## src/rtl/brk_pkg.sv

```systemverilog
// Shared types and constants for the breakpoint halt controller.
// Pure definitions: no logic, no latency, no flow control.
package brk_pkg;

   localparam int BRK_PASSW = 16;

   typedef enum logic [1:0] {
      IDLE    = 2'd0,
      ARMED   = 2'd1,
      HALTREQ = 2'd2,
      HALTED  = 2'd3
   } brkstate_t;

endpackage

```

## src/rtl/brk_halt_ctl_if.sv

```systemverilog
// Comparator / console / CPU signal bundle around the halt controller.
// master drives the stimulus side, slave is the controller itself.
interface brk_halt_ctl_if
   import brk_pkg::*;
#(
   parameter int PASSW = BRK_PASSW
);
   logic             brHALT;
   logic [0:35]      cpuADDR;
   logic             cpuHALTED;
   logic             cslENABLE;
   logic [PASSW-1:0] cslPASS;
   logic             cslLOAD;
   logic             cslCONT;
   logic             brHALTREQ;
   logic [0:35]      brADDR;
   logic [PASSW-1:0] brPASSCNT;
   logic [PASSW-1:0] brHITCNT;
   logic [1:0]       brSTATE;

   modport master (
      output brHALT, cpuADDR, cpuHALTED, cslENABLE, cslPASS, cslLOAD, cslCONT,
      input  brHALTREQ, brADDR, brPASSCNT, brHITCNT, brSTATE
   );

   modport slave (
      input  brHALT, cpuADDR, cpuHALTED, cslENABLE, cslPASS, cslLOAD, cslCONT,
      output brHALTREQ, brADDR, brPASSCNT, brHITCNT, brSTATE
   );
endinterface

```

## src/rtl/brk_halt_ctl.sv

```systemverilog
// Pass-counted breakpoint halt: holds a level halt request until the CPU reports halted.
// All outputs registered, 1 clock after cause; no backpressure, the brHALT pulse is never stalled.
module brk_halt_ctl
   import brk_pkg::*;
#(
   parameter int PASSW = BRK_PASSW
)(
   input  logic           clk,
   input  logic           rst,
   brk_halt_ctl_if.slave  bus
);

   brkstate_t        state_q,   state_d;
   logic             haltreq_q, haltreq_d;
   logic [0:35]      addr_q,    addr_d;
   logic [PASSW-1:0] pass_q,    pass_d;
   logic [PASSW-1:0] hit_q,     hit_d;

   function automatic logic [PASSW-1:0] sat_inc(input logic [PASSW-1:0] v);
      return (v == '1) ? v : v + 1'b1;
   endfunction

   always_comb begin
      state_d = state_q;
      addr_d  = addr_q;
      pass_d  = pass_q;
      hit_d   = hit_q;

      if (state_q == IDLE) begin
         pass_d = bus.cslPASS;
         hit_d  = '0;
         if (bus.cslENABLE) state_d = ARMED;
      end else if (!bus.cslENABLE) begin
         // Disarm beats every other event; counters and capture are frozen.
         state_d = IDLE;
      end else begin
         unique case (state_q)
            ARMED: begin
               if (bus.brHALT) hit_d = sat_inc(hit_q);
               // A coincident reload swallows the match: no decrement, no halt.
               if (bus.cslLOAD) begin
                  pass_d = bus.cslPASS;
               end else if (bus.brHALT) begin
                  if (pass_q == '0) begin
                     addr_d  = bus.cpuADDR;
                     state_d = HALTREQ;
                  end else begin
                     pass_d = pass_q - 1'b1;
                  end
               end
            end
            HALTREQ: begin
               if (bus.cpuHALTED) state_d = HALTED;
            end
            HALTED: begin
               if (bus.cslCONT) begin
                  pass_d  = bus.cslPASS;
                  state_d = ARMED;
               end else if (bus.cslLOAD) begin
                  pass_d = bus.cslPASS;
               end
            end
            default: state_d = IDLE;
         endcase
      end

      haltreq_d = (state_d == HALTREQ);
   end

   always_ff @(posedge clk or negedge rst) begin
      if (!rst) begin
         state_q   <= IDLE;
         haltreq_q <= 1'b0;
         addr_q    <= '0;
         pass_q    <= '0;
         hit_q     <= '0;
      end else begin
         state_q   <= state_d;
         haltreq_q <= haltreq_d;
         addr_q    <= addr_d;
         pass_q    <= pass_d;
         hit_q     <= hit_d;
      end
   end

   assign bus.brHALTREQ = haltreq_q;
   assign bus.brADDR    = addr_q;
   assign bus.brPASSCNT = pass_q;
   assign bus.brHITCNT  = hit_q;
   assign bus.brSTATE   = state_q;

endmodule

```

## src/flat_wrapper.sv

```systemverilog
// flat-port wrapper written by rule: the top's interface ports become plain ports
module brk_halt_ctl_flat import brk_pkg::*;
#(
   parameter int PASSW = BRK_PASSW
)
  (clk, rst, bus_brHALT, bus_cpuADDR, bus_cpuHALTED, bus_cslENABLE, bus_cslPASS, bus_cslLOAD, bus_cslCONT, bus_brHALTREQ, bus_brADDR, bus_brPASSCNT, bus_brHITCNT, bus_brSTATE);
  brk_halt_ctl_if #(.PASSW(PASSW)) bus_i ();
  input  logic clk;
  input  logic rst;
  input wire logic [$bits(bus_i.brHALT)-1:0] bus_brHALT;
  input wire logic [$bits(bus_i.cpuADDR)-1:0] bus_cpuADDR;
  input wire logic [$bits(bus_i.cpuHALTED)-1:0] bus_cpuHALTED;
  input wire logic [$bits(bus_i.cslENABLE)-1:0] bus_cslENABLE;
  input wire logic [$bits(bus_i.cslPASS)-1:0] bus_cslPASS;
  input wire logic [$bits(bus_i.cslLOAD)-1:0] bus_cslLOAD;
  input wire logic [$bits(bus_i.cslCONT)-1:0] bus_cslCONT;
  output wire logic [$bits(bus_i.brHALTREQ)-1:0] bus_brHALTREQ;
  output wire logic [$bits(bus_i.brADDR)-1:0] bus_brADDR;
  output wire logic [$bits(bus_i.brPASSCNT)-1:0] bus_brPASSCNT;
  output wire logic [$bits(bus_i.brHITCNT)-1:0] bus_brHITCNT;
  output wire logic [$bits(bus_i.brSTATE)-1:0] bus_brSTATE;
  assign bus_i.brHALT = bus_brHALT;
  assign bus_i.cpuADDR = bus_cpuADDR;
  assign bus_i.cpuHALTED = bus_cpuHALTED;
  assign bus_i.cslENABLE = bus_cslENABLE;
  assign bus_i.cslPASS = bus_cslPASS;
  assign bus_i.cslLOAD = bus_cslLOAD;
  assign bus_i.cslCONT = bus_cslCONT;
  assign bus_brHALTREQ = bus_i.brHALTREQ;
  assign bus_brADDR = bus_i.brADDR;
  assign bus_brPASSCNT = bus_i.brPASSCNT;
  assign bus_brHITCNT = bus_i.brHITCNT;
  assign bus_brSTATE = bus_i.brSTATE;
  brk_halt_ctl #(.PASSW(PASSW)) u_core (.clk(clk), .rst(rst), .bus(bus_i));
endmodule
```

## config.mk

```make
export PLATFORM = sky130hd
export DESIGN_NAME = brk_halt_ctl_flat
export DESIGN_NICKNAME = d
export VERILOG_FILES = /design/src/rtl/brk_pkg.sv /design/src/rtl/brk_halt_ctl_if.sv /design/src/rtl/brk_halt_ctl.sv /design/src/flat_wrapper.sv
export SDC_FILE = /design/constraint.sdc
export NUM_CORES = 1
export LEC_CHECK = 0
export CORE_MARGIN = 4
export CORE_UTILIZATION = 25
export CTS_CLUSTER_DIAMETER = 100
export CTS_CLUSTER_SIZE = 8
export DETAILED_ROUTE_END_ITERATION = 6
export SYNTH_ARGS = -nofsm -noshare
export SYNTH_HDL_FRONTEND = slang
export SYNTH_SLANG_ARGS = --single-unit
```

## constraint.sdc

```tcl
create_clock -name clk -period 7.2 [get_ports clk]
set_input_delay 1.44 -clock clk [delete_from_list [all_inputs] [get_ports clk]]
set_output_delay 1.44 -clock clk [all_outputs]
set_load 0.05 [all_outputs]
```

==> run_results.csv, run 1 <==
group,metric,value,unit
sta,finalSetupViolations,0,
worst_setup_path,start_kind,"input pin",
detailed_routing,drtPass1Iterations,4,
floorplan,dieArea,16000,sq um
sta,rsz0062_at_grt,"no",
sta,worst-slew-pin-transition,1.12,ns
run,drv_cap,0,
clock_network,cts-hold-fix-buffers,0,
yosys,ys_warn_count,0,
power,ir_worst_vdd,85.9,uV
worst_setup_path,path_class,"input pin to register",
grt,antenna_found_initial,0,
grt,grt_use_total,12.5,%
floorplan,core,13800,sq um
detailed_routing,drc,0,
min_path,hp-start,"u_core.bus.brADDR[20]",
worst_setup_path,regToRegEndpoint,"u_core.bus.brADDR[33]",
worst_setup_path,endpoint,"u_core.bus.brPASSCNT[4]",
clock_network,cts_buffers,9,
clock_network,clock_latency,0.33,ns
yosys,synth_edf_count,0,
clock_network,cts.clk_slew.worst_paths,0.06,ns
min_path,hold_class,"register to register",
grt,grt-ovfl-total,0,
yosys,synth_fp_nets,374,
detailed_routing,wl_per_cell,15.8,um
sta,post-route-min-period,3.59,ns
detailed_routing,ant_nets,0,
finish,antennaDiodeCount,0,
finish,syn_to_final_growth,49.9,%
sta,tns,0,ns
detailed_routing,via_per_inst,4.81,
detailed_routing,drt_iter0_drc,153,
detailed_routing,via_count,3004,
finish,drive_gt1_share,14.0,%
floorplan,start_util,25.5,%
worst_setup_path,r2r_cells,7,
clock_network,ctsResizeCount,0,
clock_network,cts_tree,"built",
worst_setup_path,ff2ff_setup_slack,4.57,ns
grt,first_global_vias,2974,
yosys,synthCells,313,
placed_design,dpl.hpwl,6.90,mm
yosys,syn_area,3520,sq um
finish,nNetsFinal,500,
grt,grt_pass1_wl,15.9,mm
detailed_routing,routed_wl,9.83,mm
yosys,ys_seq_area_share,50.5,%
floorplan,io_pins,130,
yosys,syn_area_per_cell,11.2,sq um
worst_setup_path,critPathArrivalTime,3.81,ns
power,power.density,212,nW/um^2
yosys,synth_seq_cells,71,
sta,timing.fmax,0.279,GHz
yosys,synth_flop_cell,"dfrtp_1",
floorplan,die-width,127,um
floorplan,row_count,43,
worst_setup_path,cp-end-kind,"register",
worst_setup_path,r2r_start,"u_core.bus.brPASSCNT[0]",
sta,fin_crit_sh,49.9,%
worst_setup_path,startpoint,"bus_cslENABLE",
sta,finalClockSkew,0.00458,ns
sta,slew_viol_final,0,
worst_setup_path,crit_path_max_fanout,13,
sta,relSlewSlack,25.3,%
floorplan,die_h,127,um
sta,hold_viol_final,0,
power,leakage,2.25,nW
placed_design,gp_congestion,0.787,
clock_network,post_cts_buffers,0,
run_status,outcome,"complete, no violations",
placed_design,port_buffers,129,
clock_network,h-tree-depth,3,
clock_network,clkSinkCount,71,
grt,grt_max_degree,72,
finish,fin_util,38.2,%
yosys,ys_async_sr_fraction,100,%
worst_setup_path,required,7.42,ns
yosys,yosysUniqueCellTypes,50,
clock_network,root_buffer,"clkbuf_16",
clock_network,clock_path_buffers,2,
## metal layers
layer	up-vias	wire (um)	global-route usage, %
li1	1414	-	-
met4	0	233	5.80
met3	15	640	3.54
met2	110	4600	19.5
met5	-	0	0
met1	1465	4350	16.0
## kinds of logic after synthesis
| logic type | synth area share [%] |
|---|---|
| compound gates | 14.3 |
| xor+xnor | 0.995 |
| fa+ha+maj | 0.711 |
| buf+inv | 3.23 |
| flops | 50.5 |
| mux | 15.0 |
| simple gates | 15.3 |
## synth_stat cells, types with 3 or more instances
library cell  number  area share (%)
nand2_1           17             1.8
or2_2              3            0.53
and2_1             3            0.53
clkbuf_1          10             1.1
inv_1              3            0.32
mux2_4            30              13
and3_1             4            0.71
or4_1              5             1.1
dfrtp_1           71              50
nand3_1            6            0.85
o21ai_0           30             4.3
mux2_2             6             1.9
nor2_1            25             2.7
nor4_1             4            0.71
or3_1              4            0.71
xor2_1             3            0.75
a21oi_1           26             3.7
nand4_1            6             1.1
buf_12             3             1.7
o31ai_1            3            0.64
nor3_1             9             1.3
## power breakdown
part,switching (mW),internal [mW],leakage [nW]
clock network,0.169,0.346,0.168
registers,0.0228,0.413,0.953
logic,0.0978,0.0705,1.13
## sequential cells by signal, summed over array words and instances (netlist names)
signal and count:
u_core.bus.brHALTREQ 1, u_core.bus.brADDR 36, u_core.bus.brHITCNT 16, u_core.bus.brPASSCNT 16
u_core.bus.brSTATE 2
## cells in the final DEF, fill, tap and decap left out, types with 3 or more instances in the layout
| cell | synthesis | final |
|---|---|---|
| nand3_1 | 6 | 6 |
| a21oi_1 | 26 | 26 |
| or2_2 | 3 | 3 |
| nor3_1 | 9 | 9 |
| and3_1 | 4 | 4 |
| inv_1 | 3 | 3 |
| xor2_1 | 3 | 3 |
| or4_1 | 5 | 5 |
| nand2_1 | 17 | 17 |
| clkbuf_16 | 0 | 9 |
| mux2_4 | 30 | 30 |
| nor4_1 | 4 | 4 |
| and2_1 | 3 | 3 |
| o21ai_0 | 30 | 30 |
| nor2_1 | 25 | 25 |
| o31ai_1 | 3 | 3 |
| dfrtp_1 | 71 | 71 |
| mux2_2 | 6 | 6 |
| bufinv_16 | 0 | 3 |
| nand4_1 | 6 | 6 |
| or3_1 | 4 | 4 |
| clkdlybuf4s50_1 | 0 | 128 |
## how the worst min path moves through the flow
stage / to / cells after the start
5_1_grt: u_core.bus.brADDR[34] / 1
6_report: u_core.bus.brADDR[20] / 1
2_1_floorplan: u_core.bus.brHITCNT[1] / 2
4_1_cts: u_core.bus.brADDR[20] / 1
3_3_place_gp: u_core.bus.brADDR[18] / 1
3_5_place_dp: u_core.bus.brADDR[35] / 1
## cell type report
| cell class | count | area [sq um] |
|---|---|---|
| fill | 1357 | 8550 |
| sequential | 71 | 1780 |
| multi-input combinational | 225 | 1630 |
| timing repair buffer | 129 | 1290 |
| clock buffer | 10 | 239 |
| tap | 180 | 225 |
| clock inverter | 6 | 108 |
| inverter | 3 | 11.3 |
## critical path: stages
cell and delay [ns]:
clkdlybuf4s50_1 0.64, o31ai_1 0.13, a22o_1 0.29, a31oi_1 0.81, o21ai_0 0.22, a22o_1 0.28
## per-stage QoR
step | hold slack, ns | power, mW | worst slack (ns) | instance area [sq um] | instances
2_1_floorplan | 0.787 | 0.527 | 4.39 | 3520 | 313
3_3_place_gp | 0.487 | 0.610 | 3.31 | 4930 | 608
3_5_place_dp | 0.491 | 0.612 | 3.31 | 4930 | 608
4_1_cts | 0.505 | 1.14 | 3.67 | 5280 | 624
5_1_grt | 0.515 | 1.17 | 3.43 | 5280 | 624
6_report | 0.503 | 1.12 | 3.61 | 5280 | 624
(Power assumes the default switching activity.)
==> run 2: changes to the inputs <==
==> constraint.sdc (replaced) <==
create_clock -name clk -period 3.3 [get_ports clk]
set_input_delay 0.66 -clock clk [delete_from_list [all_inputs] [get_ports clk]]
set_output_delay 0.66 -clock clk [all_outputs]
set_load 0.05 [all_outputs]
==> run 2 against run 1 <==
Final area is 0.90% lower. Highest routed layer unchanged. Non-clock buffer count up 3. Sequential share of layout area is 0.31 points higher. Die area did not move.
==> run_results.csv, run 2 (synthesis gave the netlist of run 1 again) <==
group,metric,value,unit
power,ir_worst_vdd,260,uV
worst_setup_path,regToRegEndpoint,"u_core.bus.brADDR[22]",
grt,first_global_vias,3087,
sta,fin_crit_sh,78.9,%
clock_network,cts_tree,"built",
sta,tns,0,ns
worst_setup_path,r2r_start,"u_core.bus.brPASSCNT[0]",
detailed_routing,via_per_inst,4.74,
floorplan,core,13800,sq um
power,leakage,2.23,nW
floorplan,row_count,43,
grt,antenna_found_initial,0,
grt,met3_usage,4.63,%
run,drv_cap,0,
finish,nNetsFinal,503,
floorplan,dieArea,16000,sq um
worst_setup_path,critPathArrivalTime,2.82,ns
detailed_routing,wl_per_cell,15.7,um
clock_network,clkSinkCount,71,
clock_network,root_buffer,"clkbuf_16",
grt,grt_max_degree,72,
placed_design,gp_congestion,0.800,
worst_setup_path,required,3.51,ns
finish,drive_gt1_share,14.3,%
clock_network,post_cts_buffers,0,
worst_setup_path,crit_path_max_fanout,36,
floorplan,start_util,25.5,%
sta,timing.fmax,0.384,GHz
worst_setup_path,path_class,"register to register",
min_path,hold_class,"input pin to asynchronous set/reset pin",
detailed_routing,via_count,2975,
clock_network,cts-hold-fix-buffers,0,
finish,layout_commonest_cell,"clkdlybuf4s50_1",
finish,antennaDiodeCount,0,
worst_setup_path,cp-end-kind,"register",
sta,worst-slew-pin-transition,0.932,ns
placed_design,dpl.hpwl,6.93,mm
finish,layout_common_cells,"128 x clkdlybuf4s50_1, 71 x dfrtp_1, 30 x mux2_4, 30 x o21ai_0, 26 x a21oi_1",
floorplan,die-width,127,um
clock_network,h-tree-depth,3,
sta,rsz0062_at_grt,"no",
sta,post-route-min-period,2.60,ns
detailed_routing,drt_iter0_drc,104,
power,power.density,427,nW/um^2
grt,busiest_layer,"met2",
placed_design,dpl.cell_count,611,
grt,grt.met2_usage,19.9,%
detailed_routing,drtPass1Iterations,4,
finish,syn_to_final_growth,48.6,%
clock_network,ctsResizeCount,0,
sta,finalClockSkew,0.0108,ns
finish,largest_register_ffs,36,
finish,n_fill_cell,1323,
worst_setup_path,start_kind,"register",
grt,grt.met1_usage,15.3,%
run_status,outcome,"complete, no violations",
clock_network,cts_buffers,9,
worst_setup_path,ff2ff_setup_slack,0.70,ns
clock_network,clock_latency,0.34,ns
worst_setup_path,startpoint,"u_core.bus.brPASSCNT[0]",
sta,hold_viol_final,0,
floorplan,die_h,127,um
placed_design,port_buffers,129,
grt,grt_use_total,12.4,%
sta,finalSetupViolations,0,
sta,relSlewSlack,37.6,%
finish,final_cells,627,
clock_network,cts.clk_slew.worst_paths,0.06,ns
grt,grt_pass1_wl,15.8,mm
worst_setup_path,endpoint,"u_core.bus.brADDR[22]",
floorplan,io_pins,130,
detailed_routing,routed_wl,9.85,mm
sta,slew_viol_final,0,
worst_setup_path,r2r_cells,7,
detailed_routing,ant_nets,0,
grt,grt-ovfl-total,0,
clock_network,clock_path_buffers,2,
detailed_routing,drc,0,
## run 2: through the flow
stage | total power [mW] | hold WS [ns] | area, sq um | util [%] | worst slack, ns
after floorplan | 1.15 | 0.364 | 3520 | - | 0.750
after global placement | 1.33 | 0.486 | 4950 | 35.8 | 0.467
after detailed placement | 1.34 | 0.492 | 4950 | 35.8 | 0.397
after CTS | 2.27 | 0.500 | 5230 | 37.8 | 0.662
after global routing | 2.33 | 0.525 | 5230 | 37.8 | 0.464
final | 2.23 | 0.455 | 5230 | 37.8 | 0.695
## run 2: routing by layer
| metal | up-vias | share of wire, % |
|---|---|---|
| met4 | 0 | 1.6 |
| li1 | 1418 | - |
| met3 | 14 | 6.2 |
| met1 | 1461 | 44 |
| met2 | 82 | 48 |
| met5 | - | 0 |
## run 2: worst min-delay path by stage
stage                                    endpoint  slack, ns
after floorplan              u_core.bus.brADDR[0]       0.36
after global placement      u_core.bus.brADDR[16]       0.49
after detailed placement    u_core.bus.brADDR[19]       0.49
after CTS                 u_core.bus.brPASSCNT[4]       0.50
after global routing        u_core.bus.brADDR[27]       0.53
final                     u_core.bus.brPASSCNT[5]       0.45
## run 2: final cells by class
cell class              count  area, sq um  share of cell area [%]
repair buffers            132         1310                    25.1
well taps                 180          225                    4.31
multi-input cells         225         1630                    31.2
clock inverters             5         33.8                   0.646
clock buffers              11          243                    4.64
flip-flops and latches     71         1780                    34.0
inverters                   3         11.3                   0.215
## run 2: report_power, final
| part | switching [mW] | internal (mW) | total (mW) |
|---|---|---|---|
| clock | 0.388 | 0.528 | 0.916 |
| sequential | 0.0483 | 0.901 | 0.950 |
| combinational | 0.213 | 0.156 | 0.369 |
| total | 0.649 | 1.59 | 2.23 |
## run 2: critical path, cell delays in order, from the launching register on
cell and delay, ns:
dfrtp_1 0.44, inv_1 0.08, ha_1 0.18, nor3b_1 0.43
and2_1 0.37, and4b_4 0.34, nand2_8 0.24, mux2_4 0.39
==> run 3: changes to the inputs <==
==> constraint.sdc (replaced) <==
create_clock -name clk -period 2.5 [get_ports clk]
set_input_delay 0.5 -clock clk [delete_from_list [all_inputs] [get_ports clk]]
set_output_delay 0.5 -clock clk [all_outputs]
set_load 0.05 [all_outputs]
==> run 3 against run 2 <==
Flip-flop and latch count stayed put. Count of clock-buffer cells in the layout stayed put. Clock power is 29% higher. Clock skew is 0.0053 ns lower. Global-route usage is 0.26 points higher. Sequential power is 31% higher. Routed wire length is 1.5% higher. Combinational power is 43% higher.
==> run_results.csv, run 3 (synthesis gave the netlist of run 1 again) <==
group,metric,value,unit
run_status,outcome,"complete, no violations",
detailed_routing,ant_nets,0,
sta,finalSetupViolations,0,
clock_network,cts.clk_slew.worst_paths,0.06,ns
detailed_routing,drt_iter0_drc,124,
clock_network,clkSinkCount,71,
finish,fin_util,39.1,%
clock_network,root_buffer,"clkbuf_16",
grt,grt-ovfl-total,0,
power,seqPwrFrac,42.2,%
clock_network,cts_tree,"built",
power,comb_power_share,17.9,%
finish,layout_commonest_cell,"clkdlybuf4s50_1",
finish,largest_register_ffs,36,
sta,relSlewSlack,63.3,%
sta,post-route-min-period,2.31,ns
placed_design,port_buffers,129,
detailed_routing,routed_wl,9.99,mm
worst_setup_path,required,2.71,ns
clock_network,post_cts_buffers,0,
worst_setup_path,crit_path_max_fanout,36,
clock_network,clock_latency,0.33,ns
worst_setup_path,critPathArrivalTime,2.53,ns
clock_network,ctsResizeCount,0,
finish,syn_to_final_growth,53.5,%
worst_setup_path,cpPeakStageDelay,0.57,ns
clock_network,h-tree-depth,3,
detailed_routing,via_count,3032,
grt,antenna_found_initial,0,
power,p_sw_share,28.5,%
finish,drive_gt1_share,18.6,%
sta,tns,0,ns
power,p_int,2.11,mW
grt,grt_pass1_wl,16.4,mm
grt,grt.met2_usage,18.7,%
sta,slew_viol_final,0,
grt,busiest_layer,"met2",
floorplan,die_h,127,um
power,leakage,2.34,nW
worst_setup_path,start_kind,"register",
run,drv_cap,0,
power,p_sw,0.840,mW
clock_network,cts_buffers,9,
finish,layout_common_cells,"128 x clkdlybuf4s50_1, 70 x dfrtp_1, 30 x mux2_4, 30 x o21ai_0, 26 x a21oi_1",
grt,met3_usage,3.20,%
worst_setup_path,path_class,"register to register",
sta,timing.fmax,0.432,GHz
floorplan,row_count,43,
worst_setup_path,cp-end-kind,"register",
sta,worst-slew-pin-transition,0.548,ns
power,power.density,546,nW/um^2
floorplan,io_pins,130,
worst_setup_path,cp_cell_sequence,"or4_4 > nor4_4 > and4b_4 > nand2_8 > mux2_4",
detailed_routing,drc,0,
floorplan,die-width,127,um
detailed_routing,via_per_inst,4.68,
clock_network,cts-hold-fix-buffers,0,
finish,nNetsFinal,525,
floorplan,core,13800,sq um
placed_design,dpl.hpwl,7.35,mm
worst_setup_path,cpMaxStageDelayCell,"or4_4",
sta,finalClockSkew,0.00545,ns
power,clockPowerShare,39.9,%
clock_network,clock_path_buffers,2,
power,ir_worst_vdd,269,uV
grt,first_global_vias,3137,
detailed_routing,drtPass1Iterations,4,
min_path,hold_class,"input pin to asynchronous set/reset pin",
sta,rsz0062_at_grt,"no",
grt,grt.met1_usage,17.8,%
finish,final_cells,648,
detailed_routing,wl_per_cell,15.4,um
placed_design,gp_congestion,0.770,
sta,fin_crit_sh,92.5,%
finish,antennaDiodeCount,0,
grt,grt_max_degree,45,
grt,grt_use_total,12.7,%
floorplan,dieArea,16000,sq um
floorplan,start_util,25.5,%
sta,hold_viol_final,0,
placed_design,dpl.cell_count,633,
## run 3: metrics by stage
stage	setup slack, ns	hold slack (ns)	total power [mW]	cell area (sq um)
global route	0.103	0.113	3.09	5400
CTS	0.159	0.0845	3.00	5400
finish	0.188	0.0863	2.95	5400
detailed placement	0.0332	0.447	1.80	5140
global placement	0.0425	0.455	1.79	5140
floorplan	0.00366	0.204	1.52	3530
## run 3: worst max-delay path: cells and delay by family (launching register included)
kind,cells,cell delay (ns)
AND/OR/NAND/NOR,4,1.40
flip-flops,1,0.39
multiplexers,1,0.38
## run 3: area by class of cell
type,instances,area (sq um)
sequential,71,1780
clock inverter,4,22.5
clock buffer,11,243
timing repair buffer,154,1490
tap,180,225
fill,1344,8420
multi-input combinational,225,1640
inverter,3,11.3
## run 3: worst paths after layout
path	to	slack, ns	cells after the start	startpoint
worst max-delay path	u_core.bus.brADDR[35]	0.19	5	u_core.bus.brPASSCNT[7]
worst min-delay path	u_core.bus.brPASSCNT[5]	0.09	1	rst
worst max register to register	u_core.bus.brADDR[35]	0.19	5	u_core.bus.brPASSCNT[7]
worst min register to register	u_core.bus.brADDR[20]	0.51	1	u_core.bus.brADDR[20]
max in group asynchronous	u_core.bus.brADDR[17]	1.84	2	rst
min in group clk	u_core.bus.brADDR[20]	0.51	1	u_core.bus.brADDR[20]
## run 3: routing by layer
| metal | wire length, um | vias up |
|---|---|---|
| met5 | 0 | - |
| met3 | 648 | 12 |
| met1 | 4670 | 1467 |
| met2 | 4510 | 97 |
| met4 | 157 | 0 |
| li1 | - | 1456 |
## run 3: power groups by stage
stage          sequential, mW  clock, mW  combinational, mW
2_1_floorplan            1.40          0              0.118
3_3_place_gp             1.26          0              0.531
3_5_place_dp             1.26          0              0.533
4_1_cts                  1.24       1.22              0.535
5_1_grt                  1.25       1.27              0.568
6_report                 1.24       1.18              0.528
